$ cat src/rtl/prog_encoder.sv
// prog_encoder -- packs decoded instruction fields into 16-bit words and
// streams them into instruction memory at an auto-incrementing pointer.
//
// Ports:
//   clk, reset            rising-edge clock, synchronous active-high reset
//   base_load, base_addr  reload write pointer (bit0 forced 0), clear count/errs
//   in_valid/in_ready     field handshake; in_opcode/in_rx/in_ry/in_imm fields
//   mem_we/mem_addr/mem_wdata  registered write port, one cycle per word
//   word_count            words written since reset/base_load (saturating)
//   err_illegal, err_range     sticky drop flags
//   full                  word at 0xFFFE written; no further writes accepted
module prog_encoder (
  input  logic        clk,
  input  logic        reset,
  input  logic        base_load,
  input  logic [15:0] base_addr,
  input  logic        in_valid,
  output logic        in_ready,
  input  logic [4:0]  in_opcode,
  input  logic [2:0]  in_rx,
  input  logic [2:0]  in_ry,
  input  logic [15:0] in_imm,
  output logic        mem_we,
  output logic [15:0] mem_addr,
  output logic [15:0] mem_wdata,
  output logic [15:0] word_count,
  output logic        err_illegal,
  output logic        err_range,
  output logic        full
);

  typedef enum logic [1:0] {S_IDLE, S_EXPAND, S_FULL} state_t;

  localparam logic [4:0]  OP_MVHI = 5'b10110;
  localparam logic [15:0] LAST_ADDR = 16'hFFFE;

  state_t      state_q, state_d;
  logic [15:0] ptr_q, ptr_d;
  logic [15:0] cnt_q, cnt_d;
  logic [15:0] hi_q, hi_d;       // pending mvhi word during EXPAND
  logic        we_q, we_d;
  logic [15:0] addr_q, addr_d;
  logic [15:0] wdata_q, wdata_d;
  logic        ill_q, ill_d;
  logic        rng_q, rng_d;

  // Field decode
  logic        legal, range_ok, expand;
  logic        imm8_ok, imm11_ok;
  logic [15:0] word1, word2;
  logic        wr;
  logic [15:0] wr_word;

  // Sign-extension checks: upper bits must all equal the sign bit.
  assign imm8_ok  = (&in_imm[15:7])  | ~(|in_imm[15:7]);
  assign imm11_ok = (&in_imm[15:10]) | ~(|in_imm[15:10]);
  assign word2    = {in_imm[15:8], in_rx, OP_MVHI};

  always_comb begin
    legal    = 1'b1;
    range_ok = 1'b1;
    expand   = 1'b0;
    word1    = {in_imm[7:0], in_rx, in_opcode};
    case (in_opcode)
      5'b00000, 5'b00001, 5'b00010, 5'b00011, 5'b00100, 5'b00101,
      5'b01000, 5'b01001, 5'b01010, 5'b01100:
        word1 = {5'b0, in_ry, in_rx, in_opcode};
      5'b10000: expand = ~imm8_ok;                 // mvi: never a range error
      5'b10001, 5'b10010, 5'b10011: range_ok = imm8_ok;
      OP_MVHI: range_ok = (in_imm[15:8] == 8'h00);
      5'b11000, 5'b11001, 5'b11010, 5'b11100: begin
        range_ok = imm11_ok;
        word1    = {in_imm[10:0], in_opcode};
      end
      default: legal = 1'b0;
    endcase
  end

  assign in_ready = (state_q == S_IDLE) && !base_load;

  always_comb begin
    state_d = state_q;
    ptr_d   = ptr_q;
    cnt_d   = cnt_q;
    hi_d    = hi_q;
    we_d    = 1'b0;
    addr_d  = addr_q;
    wdata_d = wdata_q;
    ill_d   = ill_q;
    rng_d   = rng_q;
    wr      = 1'b0;
    wr_word = word1;
    if (base_load) begin
      // Also aborts a pending expansion word.
      state_d = S_IDLE;
      ptr_d   = {base_addr[15:1], 1'b0};
      cnt_d   = 16'h0;
      ill_d   = 1'b0;
      rng_d   = 1'b0;
    end else begin
      case (state_q)
        S_IDLE: if (in_valid) begin
          if (!legal)         ill_d = 1'b1;
          else if (!range_ok) rng_d = 1'b1;
          else begin
            wr = 1'b1;
            // At the last address the expansion word is discarded.
            if (ptr_q == LAST_ADDR) state_d = S_FULL;
            else if (expand) begin
              state_d = S_EXPAND;
              hi_d    = word2;
            end
          end
        end
        S_EXPAND: begin
          wr      = 1'b1;
          wr_word = hi_q;
          state_d = (ptr_q == LAST_ADDR) ? S_FULL : S_IDLE;
        end
        default: ;
      endcase
      if (wr) begin
        we_d    = 1'b1;
        addr_d  = ptr_q;
        wdata_d = wr_word;
        ptr_d   = ptr_q + 16'd2;
        cnt_d   = (cnt_q == 16'hFFFF) ? cnt_q : cnt_q + 16'd1;
      end
    end
  end

  always_ff @(posedge clk) begin
    if (reset) begin
      state_q <= S_IDLE;
      ptr_q   <= 16'h0;
      cnt_q   <= 16'h0;
      hi_q    <= 16'h0;
      we_q    <= 1'b0;
      addr_q  <= 16'h0;
      wdata_q <= 16'h0;
      ill_q   <= 1'b0;
      rng_q   <= 1'b0;
    end else begin
      state_q <= state_d;
      ptr_q   <= ptr_d;
      cnt_q   <= cnt_d;
      hi_q    <= hi_d;
      we_q    <= we_d;
      addr_q  <= addr_d;
      wdata_q <= wdata_d;
      ill_q   <= ill_d;
      rng_q   <= rng_d;
    end
  end

  assign mem_we      = we_q;
  assign mem_addr    = addr_q;
  assign mem_wdata   = wdata_q;
  assign word_count  = cnt_q;
  assign err_illegal = ill_q;
  assign err_range   = rng_q;
  assign full        = (state_q == S_FULL);

endmodule

$ cat config.mk
export PLATFORM = sky130hd
export DESIGN_NAME = prog_encoder
export DESIGN_NICKNAME = d
export VERILOG_FILES = /design/src/rtl/prog_encoder.sv
export SDC_FILE = /design/constraint.sdc
export NUM_CORES = 1
export LEC_CHECK = 0
export ABC_AREA = 1
export ABC_CLOCK_PERIOD_IN_PS = 3100
export BUFFER_PORTS_ARGS = -buffer_cell sky130_fd_sc_hd__buf_2
export CELL_PAD_IN_SITES_DETAIL_PLACEMENT = 1
export CELL_PAD_IN_SITES_GLOBAL_PLACEMENT = 1
export CORE_ASPECT_RATIO = 0.6
export CORE_MARGIN = 1.5
export CORE_UTILIZATION = 42
export CTS_BUF_LIST = sky130_fd_sc_hd__clkbuf_4
export CTS_CLUSTER_DIAMETER = 100
export DETAILED_ROUTE_END_ITERATION = 8
export PLACE_DENSITY = 0.87
export SYNTH_ARGS = -nofsm -noshare
export SYNTH_HDL_FRONTEND = slang
export SYNTH_SLANG_ARGS = --single-unit
$ cat constraint.sdc
create_clock -name clk -period 3.1 [get_ports clk]
set_input_delay 0.155 -clock clk [delete_from_list [all_inputs] [get_ports clk]]
set_output_delay 0.155 -clock clk [all_outputs]
set_load 0.05 [all_outputs]
==> Word-level counts from Yosys, hierarchy flattened <==
Cells that the tools add are included.
{ "word_totals": {"word_cells": 90, "output_inout_bits": 53, "input_bits": 47, "regBits": 83} }
{ "op_classes": {"mux": 20, "bitwise_logic": 10, "add_sub_neg": 2, "n_reduce_logical": 22, "n_eq_ne": 26} }
{ "op_table": {"columns": ["op", "count"], "rows": [
  ["2-to-1 mux 16 bit", 3],
  ["== test 5 bit, second input constant", 9],
  ["== test 16 bit, second input constant", 2],
  ["case mux 16 bit (2 select lines)", 1],
  ["== test 5 x 4 -> 1 bit, second input constant", 4],
  ["OR reduction 19 bit", 1],
  ["adder 16 x 1 -> 16 bit, second input constant", 1],
  ["adder 16 x 2 -> 16 bit, second input constant", 1],
  ["2-to-1 mux 2 bit", 6],
  ["== test 5 x 2 -> 1 bit, second input constant", 2],
  ["== test 5 x 3 -> 1 bit, second input constant", 2],
  ["OR reduction 10 bit", 1],
  ["AND reduction 9 bit", 1],
  ["OR reduction 9 bit", 1],
  ["logical NOT 8 bit", 1],
  ["NOT 1 bit", 8],
  ["2-to-1 mux 1 bit", 7],
  ["AND reduction 7 bit", 1],
  ["inequality test 2 bit, second input constant", 3],
  ["AND reduction 6 bit", 1],
  ["OR reduction 6 bit", 1],
  ["== test 5 x 1 -> 1 bit, second input constant", 1],
  ["logical NOT 5 bit", 1],
  ["AND reduction 5 bit", 1],
  ["17 further kinds", 20]
]} }

==> Longest topological paths before layout <==
Gate-level depths: netlist (run 1).
{ "depth": {"word_depth": 11, "ltp_mapped": 15} }

==> Worst setup path before layout (run 1) <==
Ideal clock, no wire load.
{ "synth_path": {"path_type": "reg-to-reg", "from": "register cnt_q[0] (netlist: word_count[0])", "to": "register cnt_q[0] (netlist: word_count[0])", "period_less_slack_ns": 2.258, "stages_incl_launch_ff": 12, "n_path_buf": 1, "setup_slack_ns": 0.842, "arrival_time_ns": 2.141, "path_cell_list": "dfxtp_1 ha_1 nand2_1 inv_1 nand3_1 inv_1 nand2_1 nor2_1 nand3_1 clkbuf_1 a21oi_1 nor2_1"} }
{ "synth_between": {"elab_chain_len": 3, "elab_cells_between_ends": 4} }
{ "synth_rtl": {"columns": ["item", "line_no", "text"], "rows": [
  ["start, declared", "39", "logic [15:0] cnt_q, cnt_d;"],
  ["start signal, assigned", "146", "cnt_q <= cnt_d;"],
  ["parallel branches: the longest is 3 deep, another holds adder 16 x 1 -> 16 bit", null, null]
]} }
Several ways; the timed one is not identified.
A chain may end at the register's enable or synchronous reset.

==> Worst setup path in the final report (run 1) <==
{ "layout_path": {"from": "register ptr_q[1]", "to": "register hi_q[11]"} }
{ "layout_between": {"elab_chain_len": 3} }
{ "layout_rtl": {"columns": ["item", "line_no", "text"], "rows": [
  ["start, declared", "38", "logic [15:0] ptr_q, ptr_d;"],
  ["start signal, assigned", "145", "ptr_q <= ptr_d;"],
  ["== test 16 bit", "108", "if (ptr_q == LAST_ADDR) state_d = S_FULL;"],
  ["NOT 1 bit (no source line)", null, null],
  ["AND reduction 7 bit (no source line)", null, null],
  ["end signal, assigned", "147", "hi_q <= hi_d;"],
  ["end, declared", "40", "logic [15:0] hi_q, hi_d;"]
]} }
No other way between the ends.

==> results of run 1 <==
## cell type report
class                   instances  area (sq um)
repair buffers                109         595.6
clock buffers                   9         67.56
well taps                     135         168.9
clock inverters                 7         87.58
flip-flops and latches         79          1582
multi-input cells             470          2252
inverters                      67         251.5
fillers                      1353          4840
## cell usage after synthesis, types with 3 or more instances
library cell,n
a21oi_1,60
buf_2,5
buf_4,6
clkbuf_1,19
clkinv_1,3
dfxtp_1,79
inv_1,61
inv_2,3
nand2_1,156
nand2_2,3
nand3_1,78
nand4_1,15
nor2_1,66
nor3_1,6
o21ai_0,37
o21ai_1,10
xnor2_1,6
xor2_1,17
## report_power, final
part	internal (uW)	switching (uW)
logic	102	246
registers	1040	27.0
clock network	321	379
total	1470	652
## state kept, by name, indices dropped and copies added, names as in the netlist
name,flops
err_range,1
err_illegal,1
word_count,16
state_q,2
mem_addr,15
mem_wdata,16
mem_we,1
hi_q,12
ptr_q,15
## worst reg2reg max path: cells and delay by family (launching register included)
family / cells / cell delay, ns
AND/OR/NAND/NOR: 8 / 1.69
AO/OA/AOI/OAI: 1 / 0.30
flip-flops: 1 / 0.45
buffers and inverters: 1 / 0.12
adder cells (fa/ha/maj): 1 / 0.24
## per-stage QoR
| step | cell area (sq um) | util, % | cells | power [uW] | setup WS, ns |
|---|---|---|---|---|---|
| floorplan | 4254 | - | 649 | 1326 | 0.8424 |
| detailed placement | 4770 | 48.45 | 852 | 1430 | 0.3986 |
| global placement | 4770 | 48.45 | 852 | 1414 | 0.6142 |
| global route | 5005 | 50.84 | 876 | 2209 | 0.09734 |
| finish | 5005 | 50.84 | 876 | 2119 | 0.2413 |
| CTS | 5005 | 50.84 | 876 | 2136 | 0.3323 |
## kinds of logic after synthesis
family | after synthesis | share of synthesized area, %
simple gates | 333 | 34.09
other cells | 1 | 0.08815
fa+ha+maj | 2 | 0.5881
flops | 79 | 37.18
xor+xnor | 23 | 4.735
compound gates | 111 | 13.44
buf+inv | 100 | 9.882
## layer usage
metal  GRT usage [%]  up-vias
met2           44.69      111
met4           6.374        0
met5               0        -
met3           4.557       11
li1                -     2269
met1           34.02     2211
## final timing paths
kind,startpoint,endpoint,slack [ns],depth (start not counted)
hold / removal,in_imm[8],hi_q[8],0.03,3
setup / recovery,ptr_q[1],hi_q[11],0.24,11
hold reg to reg,mem_addr[9],mem_addr[9],0.47,2
setup reg to reg,ptr_q[1],hi_q[11],0.24,11
## timing repair
| action | 4_1_cts | 5_1_grt |
|---|---|---|
| endpoints found under the hold margin | 8 | 0 |
| hold buffers | 8 | 0 |
| endpoints found under the setup margin | 0 | 0 |
==> flow_summary.json, run 1 <==
{
  "crit_path_max_incr_delay_ns": 0.56,
  "cts_resized": 0,
  "synth_enable_flop_cells": 0,
  "critPathArrivalTime_ns": 3.24,
  "worstPathMaxFanout": 23,
  "worst_slew_pin_slew_ns": 0.8323,
  "final-hold-violation-count": 0,
  "fin_worst_hold_slack_ns": 0.02735,
  "vias": 4602,
  "via_per_inst": 5.253,
  "fp.coreArea_sq_mm": 0.009844,
  "tns_ns": 0,
  "maxCapViolCount": 0,
  "grt_overflow": 0,
  "highest-signal-layer": "met4",
  "drtIter0Drc": 229,
  "synthTopCellsByArea": "dfxtp_1, nand2_1, nand3_1, a21oi_1, nor2_1",
  "path_common_cell": "nand2_1",
  "cts_sinks": 79,
  "io_pins": 100,
  "place_congestion": 0.8650,
  "final_nets": 785,
  "maxSlewViolCount": 0,
  "rows": 28,
  "netlist_area_sq_mm": 0.004254,
  "postSynthCellCount": 649,
  "io_buffers": 97,
  "drive_gt1_share_pct": 17.68,
  "ys.flop_type": "dfxtp_1",
  "skew_ns": 0.01365,
  "htreeDepth": 3,
  "dr.pass1.iters": 4,
  "root_buffer": "clkbuf_4",
  "area_growth_pct": 17.65,
  "crit_type": "register to register",
  "wl_met2_um": 6317,
  "rsz0062_at_grt": "false",
  "min_period_ns": 2.859,
  "p_leak_uw": 0.002268,
  "die_area_sq_mm": 0.01076,
  "synth_top_cell_area_share_pct": 37.18,
  "async_flop_share_pct": 0,
  "final_antenna_net_count": 0,
  "die_w_um": 132.9,
  "yosysUniqueCellTypes": 33,
  "clk_pin_slew_ns": 0.13,
  "power_density_mw_per_mm2": 423.4,
  "max_clock_freq_ghz": 0.3498,
  "synth_warnings": 0,
  "numCtsBuffers": 9,
  "timing.critical_path.cells": "ha_1 -> nand2_1 -> nor3_2 -> nand2_1 -> inv_1 -> nand3_1 -> nand2_1 -> nor2_1 -> nand2_1 -> o21ai_0 -> nor2_1",
  "fp.dieH_um": 80.96,
  "clk_path_buf_depth": 2,
  "grt_usage_pct": 25.88,
  "antenna_found_initial": 0,
  "crit_required_ns": 3.48,
  "final_common_cell": "nand2_1",
  "wl_met1_um": 6640,
  "final_cell_mix": "nand2_1, buf_2, dfxtp_1, nand3_1, nor2_1",
  "clock_latency_ns": 0.44,
  "start_util_pct": 43.21,
  "slew_headroom_pct": 44.45,
  "start_kind": "register",
  "grt_pass1_wl_um": 22020,
  "postCtsSetupBuffers": 0,
  "ys_ff_latch": 79,
  "path_delay_family": "simple AND/OR/NAND/NOR gates",
  "dr_wl_met3_um": 586,
  "grt_max_degree": 46,
  "peakVddDrop_uv": 161.0,
  "wire_per_inst_um": 15.62,
  "drc": 0,
  "critPathBufInv": 1,
  "synth_area_leader_cell": "dfxtp_1",
  "hp-class": "primary input to register",
  "yosysSeqAreaShare_pct": 37.18,
  "num_antenna_cells": 0,
  "dp_hpwl_um": 9733,
  "end_kind": "register",
  "grt_pass1_vias": 4533,
  "wirelength_um": 13680,
  "synth.avg_cell_area_sq_um": 6.555,
  "cts_tree": "yes",
  "setup_violations": 0,
  "run_status": "finished, final reports clean",
  "worst_path_max_delay_cell": "nand2_1",
  "fin_crit_sh_pct": 92.22,
  "syn_nets": 698
}
(Power assumes the default switching activity.)
==> run 2: changes to the inputs <==
ABC_AREA = 0   (was 1)
CORE_UTILIZATION = 45   (was 42)
==> run 2 against run 1 <==
  * Clock power shrank 18%
  * Sequential power hardly changed
  * First-iteration DRC count up 42%
  * Combinational power rose by 9.5%
  * Sequential share of layout area decreased by 1.5 points
  * Core utilization is 5.2 points higher
  * Die area fell by 1.9%
  * Clock skew rose by 0.0047 ns
  * Worst setup slack better by 0.085 ns
  * Total power shrank 3.7%
  * Fmax rose by 3.1%
==> flow_summary.json, run 2 <==
{
  "run_status": "finished, final reports clean",
  "critPathArrivalTime_ns": 3.15,
  "final_cell_mix": "buf_2, nand2_1, dfxtp_1, mux2i_1, nor2_1",
  "maxCapViolCount": 0,
  "grt_max_degree": 46,
  "dpl_worst_slack_ns": 0.3450,
  "slew_headroom_pct": 52.86,
  "numCtsBuffers": 9,
  "dr.pass1.iters": 5,
  "ys.flop_type": "dfxtp_1",
  "grt_pass1_vias": 4589,
  "max_clock_freq_ghz": 0.3605,
  "r2r_cells": 8,
  "critPathLaunch": "in_imm[10]",
  "skew_ns": 0.01833,
  "min_period_ns": 2.774,
  "setup_slack_ns": 0.3260,
  "fp.dieH_um": 80.20,
  "dp_hpwl_um": 10570,
  "drtIter0Drc": 326,
  "final-hold-violation-count": 0,
  "p_leak_uw": 0.002160,
  "final_common_cell": "buf_2",
  "async_flop_share_pct": 0,
  "synth.avg_cell_area_sq_um": 8.433,
  "drive_gt1_share_pct": 24.60,
  "placed_cells": 729,
  "syn_nets": 579,
  "place_congestion": 0.8665,
  "hold_buffers": 11,
  "crit_type": "primary input to register",
  "postCtsSetupBuffers": 0,
  "r2r-start": "ptr_q[1]",
  "grt_usage_pct": 28.19,
  "cts_resized": 0,
  "num_antenna_cells": 0,
  "synth_warnings": 0,
  "synth_enable_flop_cells": 0,
  "tns_ns": 0,
  "min_path_cells": 3,
  "peakVddDrop_uv": 177.1,
  "cts_tree": "yes",
  "power_density_mw_per_mm2": 387.8,
  "min-delay-start": "in_imm[12]",
  "via_per_inst": 6.032,
  "wire_per_inst_um": 19.31,
  "yosysUniqueCellTypes": 67,
  "num-fill-cells": 1167,
  "drc": 0,
  "fin_crit_sh_pct": 89.48,
  "final_nets": 670,
  "maxSlewViolCount": 0,
  "hp-class": "primary input to register",
  "clk_pin_slew_ns": 0.15,
  "die_area_sq_mm": 0.01056,
  "htreeDepth": 3,
  "clk_path_buf_depth": 2,
  "synth_top_cell_area_share_pct": 35.39,
  "worst_slew_pin_slew_ns": 0.7071,
  "die_w_um": 131.7,
  "io_pins": 100,
  "wirelength_um": 14600,
  "netlist_area_sq_mm": 0.004469,
  "finalNonFillerCells": 756,
  "antenna_found_initial": 0,
  "vias": 4560,
  "end_kind": "register",
  "postSynthCellCount": 530,
  "io_buffers": 97,
  "crit_required_ns": 3.48,
  "worstPathMaxFanout": 15,
  "synthTopCellsByArea": "dfxtp_1, mux2i_1, nand2_1, a21oi_1, clkbuf_1",
  "ys_ff_latch": 79,
  "clock_latency_ns": 0.44,
  "rsz0062_at_grt": "false",
  "fp.coreArea_sq_mm": 0.009392,
  "final_antenna_net_count": 0,
  "synth_area_leader_cell": "dfxtp_1",
  "area_growth_pct": 17.75,
  "synth_commonest_cells": "dfxtp_1, nand2_1, mux2i_1, clkbuf_1, nor2_1",
  "root_buffer": "clkbuf_4",
  "rows": 27,
  "start_util_pct": 47.59,
  "grt_pass1_wl_um": 23650,
  "start_kind": "primary input",
  "fin_worst_hold_slack_ns": 0.01959,
  "cts_sinks": 79,
  "setup_violations": 0,
  "grt_overflow": 0,
  "yosysSeqAreaShare_pct": 35.39
}
-- run 2: cell count changes after synthesis, moves of 24 or more --
cell and delta:
a21oi_1 -33, inv_1 -58, mux2i_1 +51, nand2_1 -77, nand3_1 -57, nor2_1 -34
o21ai_0 -24
-- run 2: logic make-up (layout without fill, tap and decap cells) --
logic type | after synthesis | count (layout) | synth area share [%]
muxes | 55 | 55 | 12.43
and+or+nand+nor | 233 | 233 | 26.48
other | 1 | 1 | 0.08391
buffers and inverters | 48 | 144 | 5.011
AOI/OAI and AO/OA | 111 | 111 | 19.79
adders and majority gates | 3 | 3 | 0.8118
DFF | 79 | 79 | 35.39
-- run 2: area by class of cell --
| cell class | count | area, sq um | area share [%] |
|---|---|---|---|
| Clock inverter | 7 | 53.80 | 1.022 |
| Tap cell | 130 | 162.7 | 3.091 |
| Clock buffer | 9 | 67.56 | 1.284 |
| Inverter | 4 | 15.01 | 0.2853 |
| Timing Repair Buffer | 124 | 715.7 | 13.60 |
| Sequential cell | 79 | 1582 | 30.05 |
| Multi-Input combinational cell | 403 | 2666 | 50.67 |
-- run 2: worst max-delay path: stages --
cell	delay, ns
dlygate4sd3_1	0.53
buf_2	0.15
or4_4	0.55
or3_4	0.40
a21oi_4	0.36
o21ai_4	0.22
a21oi_4	0.25
buf_4	0.29
mux2i_1	0.23
-- run 2: path summary, 6_finish.rpt --
kind | endpoint | slack [ns]
max reg2reg | hi_q[6] | 0.72
min reg2reg | mem_addr[6] | 0.47
max | mem_addr[4] | 0.33
min | hi_q[12] | 0.02
-- run 2: stage by stage --
step | power [uW] | instance area, sq um | utilization (%)
after floorplan | 1350 | 4469 | -
after global placement | 1451 | 5031 | 53.57
after detailed placement | 1470 | 5031 | 53.57
after CTS | 2047 | 5263 | 56.04
after global routing | 2123 | 5263 | 56.04
final | 2041 | 5263 | 56.04
-- run 2: per-layer routing --
metal / vias up / global-route usage, % / share of wire (%)
met1: 2248 / 36.93 / 45
met3: 13 / 6.376 / 7.1
met4: 0 / 5.889 / 0.90
met2: 156 / 47.95 / 47
met5: - / 0 / 0
li1: 2143 / - / -
-- run 2: power by group --
part	switching (uW)	internal, uW
clock	404	172
sequential	36.2	1050
combinational	246	134
